$ cat src/rtl/serial_add_ctrl.sv
`default_nettype none
// +--------------------------------------------------------------------------+
// | serial_add_ctrl: LSB-first N-bit serial adder with start/ready front end. |
// | Rev 1.0                                                                  |
// +--------------------------------------------------------------------------+
module serial_add_ctrl #(
  parameter int N = 4
) (
  input  logic         clk,
  input  logic         rst,
  input  logic         start,
  input  logic         abort,
  input  logic [N-1:0] a_in,
  input  logic [N-1:0] b_in,
  input  logic         cin,
  output logic         ready,
  output logic         busy,
  output logic         done,
  output logic [N-1:0] sum,
  output logic         cout
);

  localparam int CW = $clog2(N + 1);
  localparam logic [CW-1:0] C_LAST = CW'(N - 1);

  typedef enum logic [1:0] {
    S_IDLE = 2'd0,
    S_ADD  = 2'd1,
    S_DONE = 2'd2
  } state_t;

  state_t         state_q, state_d;
  logic [N-1:0]   a_q, a_d;
  logic [N-1:0]   b_q, b_d;
  logic           carry_q, carry_d;
  logic [CW-1:0]  cnt_q, cnt_d;
  logic [N-1:0]   sum_q, sum_d;
  logic           cout_q, cout_d;
  logic           bit_s;
  logic           bit_c;

  always_ff @(posedge clk or negedge rst) begin
    if (!rst) begin
      state_q <= S_IDLE;
      a_q     <= '0;
      b_q     <= '0;
      carry_q <= 1'b0;
      cnt_q   <= '0;
      sum_q   <= '0;
      cout_q  <= 1'b0;
    end else begin
      state_q <= state_d;
      a_q     <= a_d;
      b_q     <= b_d;
      carry_q <= carry_d;
      cnt_q   <= cnt_d;
      sum_q   <= sum_d;
      cout_q  <= cout_d;
    end
  end

  always_comb begin
    state_d = state_q;
    a_d     = a_q;
    b_d     = b_q;
    carry_d = carry_q;
    cnt_d   = cnt_q;
    sum_d   = sum_q;
    cout_d  = cout_q;
    bit_s   = a_q[0] ^ b_q[0] ^ carry_q;
    bit_c   = (a_q[0] & b_q[0]) | (a_q[0] & carry_q) | (b_q[0] & carry_q);

    case (state_q)
      S_IDLE: begin
        if (start) begin
          a_d     = a_in;
          b_d     = b_in;
          carry_d = cin;
          cnt_d   = '0;
          state_d = S_ADD;
        end
      end
      S_ADD: begin
        // abort wins over the final step so a late cancel never publishes
        if (abort) begin
          state_d = S_IDLE;
        end else begin
          a_d     = {bit_s, a_q[N-1:1]};
          b_d     = {1'b0, b_q[N-1:1]};
          carry_d = bit_c;
          cnt_d   = cnt_q + CW'(1);
          if (cnt_q == C_LAST) begin
            sum_d   = {bit_s, a_q[N-1:1]};
            cout_d  = bit_c;
            state_d = S_DONE;
          end
        end
      end
      S_DONE: begin
        state_d = S_IDLE;
      end
      default: begin
        state_d = S_IDLE;
      end
    endcase
  end

  assign ready = (state_q == S_IDLE);
  assign busy  = (state_q == S_ADD);
  assign done  = (state_q == S_DONE);
  assign sum   = sum_q;
  assign cout  = cout_q;

endmodule
`default_nettype wire

$ cat config.mk
export PLATFORM = sky130hd
export DESIGN_NAME = serial_add_ctrl
export DESIGN_NICKNAME = d
export VERILOG_FILES = /design/src/rtl/serial_add_ctrl.sv
export SDC_FILE = /design/constraint.sdc
export NUM_CORES = 1
export LEC_CHECK = 0
export CAP_MARGIN = 10
export CORE_MARGIN = 2
export CORE_UTILIZATION = 48
export DETAILED_ROUTE_END_ITERATION = 12
export PLACE_DENSITY = 0.77
export SYNTH_ARGS = -nofsm -noshare
export SYNTH_HDL_FRONTEND = slang
export SYNTH_SLANG_ARGS = --single-unit
$ cat constraint.sdc
create_clock -name clk -period 2.9 [get_ports clk]
set_input_delay 0.29 -clock clk [delete_from_list [all_inputs] [get_ports clk]]
set_output_delay 0.29 -clock clk [all_outputs]
set_load 0.03 [all_outputs]
# Yosys cells after proc, flatten, opt, wreduce, memory -nomap -nowiden
# Index checks and enable logic that the tools add are counted.
# word_totals
reg_bits	19
word_cells	43
# op_classes
n_reduce_logical	5
bitwise	8
n_mux	16
n_addsub	1
eq_ne	6
# op_table
cell	n
4-bit two-way mux	4
4-bit case mux with 2 select lines	2
2-bit two-way mux	3
3-bit two-way mux	2
3-bit case mux with 2 select lines	1
3-bit AND reduction	2
2-bit inequality test, second input constant	2
2-bit case mux with 2 select lines	1
3-bit by 1-bit adder with 3-bit output, second input constant	1
1-bit bitwise AND	3
3-bit by 2-bit equality test with 1-bit output, second input constant	1
3-bit by 2-bit inequality test with 1-bit output, second input constant	1
2-bit by 1-bit equality test with 1-bit output, second input constant	1
2-bit equality test, second input constant	1
2-bit zero test	1
1-bit two-way mux	2
1-bit bitwise OR	2
1-bit case mux with 2 select lines	1
2-bit AND reduction	1
2-bit nonzero test	1
1-bit XOR	2
1-bit inverter	1

# Longest topological paths before layout
# logic_depth
ltp_word	5
depth_mapped	4
mapped_depth_nobuf	4

# Least setup slack after synthesis
# No wires, ideal clock.
# synth_path
path_type	flip-flop to flip-flop
from	register a_q[0]
to	register a_q[3]
path_buffers	0
arrival_ns	1.391
setup_ns	0.125
stages_incl_launch_ff	4
slack_ns	1.385
synth_period_minus_slack_ns	1.515
required_time_ns	2.775
path_cell_list	dfrtp_1 -> fa_1 -> mux2_1 -> mux2_2
# synth_between
elab_chain_cells	4
# synth_rtl
item	line	source
from (decl)	33	logic [N-1:0] a_q, a_d;
from (signal assigned)	45	a_q <= '0;
from (signal assigned)	53	a_q <= a_d;
1-bit XOR (2 in series)	70	bit_s = a_q[0] ^ b_q[0] ^ carry_q;
net bit_s	39	logic bit_s;
4-bit two-way mux	85	if (abort) begin
4-bit case mux with 2 select lines	73	case (state_q)
# The timed path passes the listed nets, and every way through them passes these cells. The select of a mux whose other input is x is not followed.
# A chain may end at the register's enable or synchronous reset.

# Worst setup path after layout
# layout_path
from	register state_q[1]
to	output port busy
# layout_between
elab_chain_cells	1
# layout_rtl
item	line	source
from (decl)	32	state_t state_q, state_d;
from (signal assigned)	52	state_q <= state_d;
2-bit by 1-bit equality test with 1-bit output	109	assign busy = (state_q == S_ADD);
to (decl)	17	output logic busy,
# No other way between the ends.

==> flow_metrics.py <==
metrics = {
    "setup_path": {
        "critPathLaunchType": "register",
        "cp.required_ns": 2.61,
        "worstSetupStartpoint": "state_q[1]",
        "worst-path-buf-inv": 2,
        "critPathMaxFanout": 10,
        "critical-path-top-delay-family": "buffers and inverters",
        "cp_slowest_cell": "clkdlybuf4s50_1",
        "end_kind": "output pin",
        "path_cells": "nand2b_4, inv_4, clkdlybuf4s50_1",
        "criticalPathCategory": "reg2out",
        "cp.arrival_ns": 1.73,
        "slowest_delay_ns": 0.68,
        "r2r_start": "state_q[0]",
    },
    "clock_tree": {
        "clock_path_buffers": 2,
        "cts_hold_buf": 0,
        "cts_buffers": 3,
        "cts.sinks": 19,
        "postCtsSetupRepairBufs": 0,
        "cts_resized": 0,
        "cts_tree": "done",
        "path_clk_slew_ns": 0.11,
        "cts-root-buf": "clkbuf_4",
        "cts.htree.levels": 1,
        "clock_latency_ns": 0.28,
    },
    "floorplanning": {
        "die_w_microns": 48.0,
        "num_rows": 15,
        "core_area_sq_um": 1780,
        "initial_core_util_pct": 52.1,
        "io_pins": 21,
        "fp.dieH_microns": 48.0,
        "die_area_sq_um": 2300,
    },
    "grt": {
        "grt_pass1_wl_mm": 2.19,
        "grt_overflow": 0,
        "grt_max_degree": 20,
        "antenna_found_initial": 0,
        "track_usage_pct": 13.9,
        "grt_pass1_vias": 524,
    },
    "sta": {
        "timing.setup.tns_ns": 0,
        "finalHoldViolations": 0,
        "whs_ns": 0.466,
        "slew_viol_final": 0,
        "fin_skew_ns": 0.00489,
        "min_period_ns": 2.02,
        "fmax_ghz": 0.494,
        "setup_violations": 0,
        "worstMarginPinSlew_ns": 0.819,
        "rsz0062_at_grt": "false",
        "slew-limit-headroom_pct": 45.2,
        "period_share_pct": 69.7,
    },
    "logic_synthesis": {
        "yosys.area.top_type": "dfrtp_1",
        "syn_area_sq_um": 930,
        "ys_top_cells_by_count": "dfrtp_1 (19), mux2_1 (9), mux2_2 (9)",
        "synth-main-ff-cell": "dfrtp_1",
        "ys_ff_latch": 19,
        "ys_warn_count": 0,
        "synth-xor-area-share_pct": 0,
        "syn-num-nets": 81,
        "yosysMostFrequentCell": "dfrtp_1",
        "synth_simple_gate_area_share_pct": 8.08,
        "synthTopCellsByArea": "dfrtp_1 (51%), mux2_1 (11%), mux2_2 (11%), mux2_4 (8.1%), ha_1 (2.7%)",
        "netlist.area_leader.share_pct": 51.1,
        "synth.yosys.seq_area_share_pct": 51.1,
        "synth-compound-area-share_pct": 2.29,
        "async_flop_share_pct": 100,
        "synthAdderAreaFrac_pct": 4.85,
        "synth_top_family_by_area": "multiplexers",
        "avgSynthCellArea_sq_um": 14.3,
        "synth_edf_count": 0,
        "synth_cell_types": 20,
        "synthMuxAreaShare_pct": 31.0,
        "postSynthCellCount": 65,
    },
    "pwr": {
        "p_per_area_nw_per_um2": 890,
        "max-vdd-ir-drop_mv": 0.393,
        "p_leak_nw": 0.513,
        "finalPower_mw": 1.05,
    },
    "detailed_routing": {
        "drt_iter0_drc": 0,
        "wire_per_inst_microns": 12.3,
        "ant_nets": 0,
        "vias_per_cell": 4.98,
        "wl_mm": 1.39,
        "remaining_drc_errors": 0,
        "num_vias": 563,
        "drtPass1Iterations": 1,
    },
    "placement": {
        "place_area_sq_um": 1150,
        "io_buffer_count": 20,
        "dp_hpwl_mm": 1.08,
        "place.gp.congestion": 0.710,
    },
    "cells_and_area": {
        "design_area_sq_um": 1180,
        "fillers": 149,
        "fin_nets": 105,
        "drive_above_1_share_pct": 23.9,
        "syn2layout_area_growth_pct": 26.9,
        "diodes": 0,
    },
    "status": {
        "status": "finished clean",
    },
    "run": {
        "maxCapViolCount": 0,
    },
    "min_path": {
        "hp-class": "in2async",
    },
}
## final timing paths
path | endpoint | slack, ns | cells after the start
setup / recovery | busy | 0.88 | 3
hold / removal | b_q[3] | 0.47 | 1
setup reg to reg | a_q[1] | 1.18 | 3
hold reg to reg | cnt_q[2] | 0.52 | 1
max in group asynchronous | sum[2] | 1.92 | 1
min in group clk | cnt_q[2] | 0.52 | 1
## metal layers
metal,routed length (microns),GRT usage [%],part of all wire (%)
met3,58,2.26,4.2
met5,0,0,0
met1,648,17.8,46
met4,9,6.49,0.65
met2,678,22.9,49
## worst reg2reg max path, cell delays in order, from the launching register on
cell      delay (ns)
dfrtp_1         0.46
nand2b_1        0.20
a21oi_2         0.55
mux2_2          0.41
## sequential cells by signal, indices dropped and copies added (netlist names)
signal	flops
sum	4
carry_q	1
a_q	4
state_q	2
cout	1
b_q	4
cnt_q	3
## kinds of logic after synthesis
kind of cell / Yosys count
AO/OA/AOI/OAI: 3
adder cells (fa/ha/maj): 3
buffers and inverters: 5
flip-flops: 19
multiplexers: 24
AND/OR/NAND/NOR: 11
## cell usage in the layout (no fill, tap or decap)
master,netlist,final
clkdlybuf4s50_1,0,20
dfrtp_1,19,19
mux2_1,9,9
mux2_2,9,9
mux2_4,5,5
nor2_1,4,4
inv_1,3,3
clkbuf_4,0,3
nand2b_1,2,2
ha_1,2,2
nand2b_4,1,1
inv_4,1,1
nor2b_1,1,1
o21a_1,1,1
nand2_1,1,1
a21oi_2,1,1
mux2i_1,1,1
nor3b_4,1,1
nand3_1,1,1
o21ai_0,1,1
fa_1,1,1
clkbuf_1,0,1
## per-stage QoR
stage	setup slack, ns	util (%)	instances
2_1_floorplan	1.38	-	65
3_3_place_gp	0.888	64.7	109
3_5_place_dp	0.858	64.7	109
4_1_cts	0.862	66.2	113
5_1_grt	0.808	66.2	113
6_report	0.877	66.2	113
## layout make-up
cell class / count / area (sq um) / share of cell area, %
tap: 25 / 31.3 / 2.65
sequential: 19 / 475 / 40.3
multi-input combinational: 41 / 429 / 36.4
inverter: 4 / 17.5 / 1.48
clock buffer: 4 / 26.3 / 2.23
timing repair buffer: 20 / 200 / 17.0
## where the power goes
part / leakage (nW) / total [mW] / switching [mW] / internal, mW
registers: 0.239 / 0.442 / 0.0709 / 0.371
clock network: 0.0150 / 0.128 / 0.0750 / 0.0533
logic: 0.259 / 0.479 / 0.216 / 0.263
Note: power is estimated with default switching activity, not from simulation.
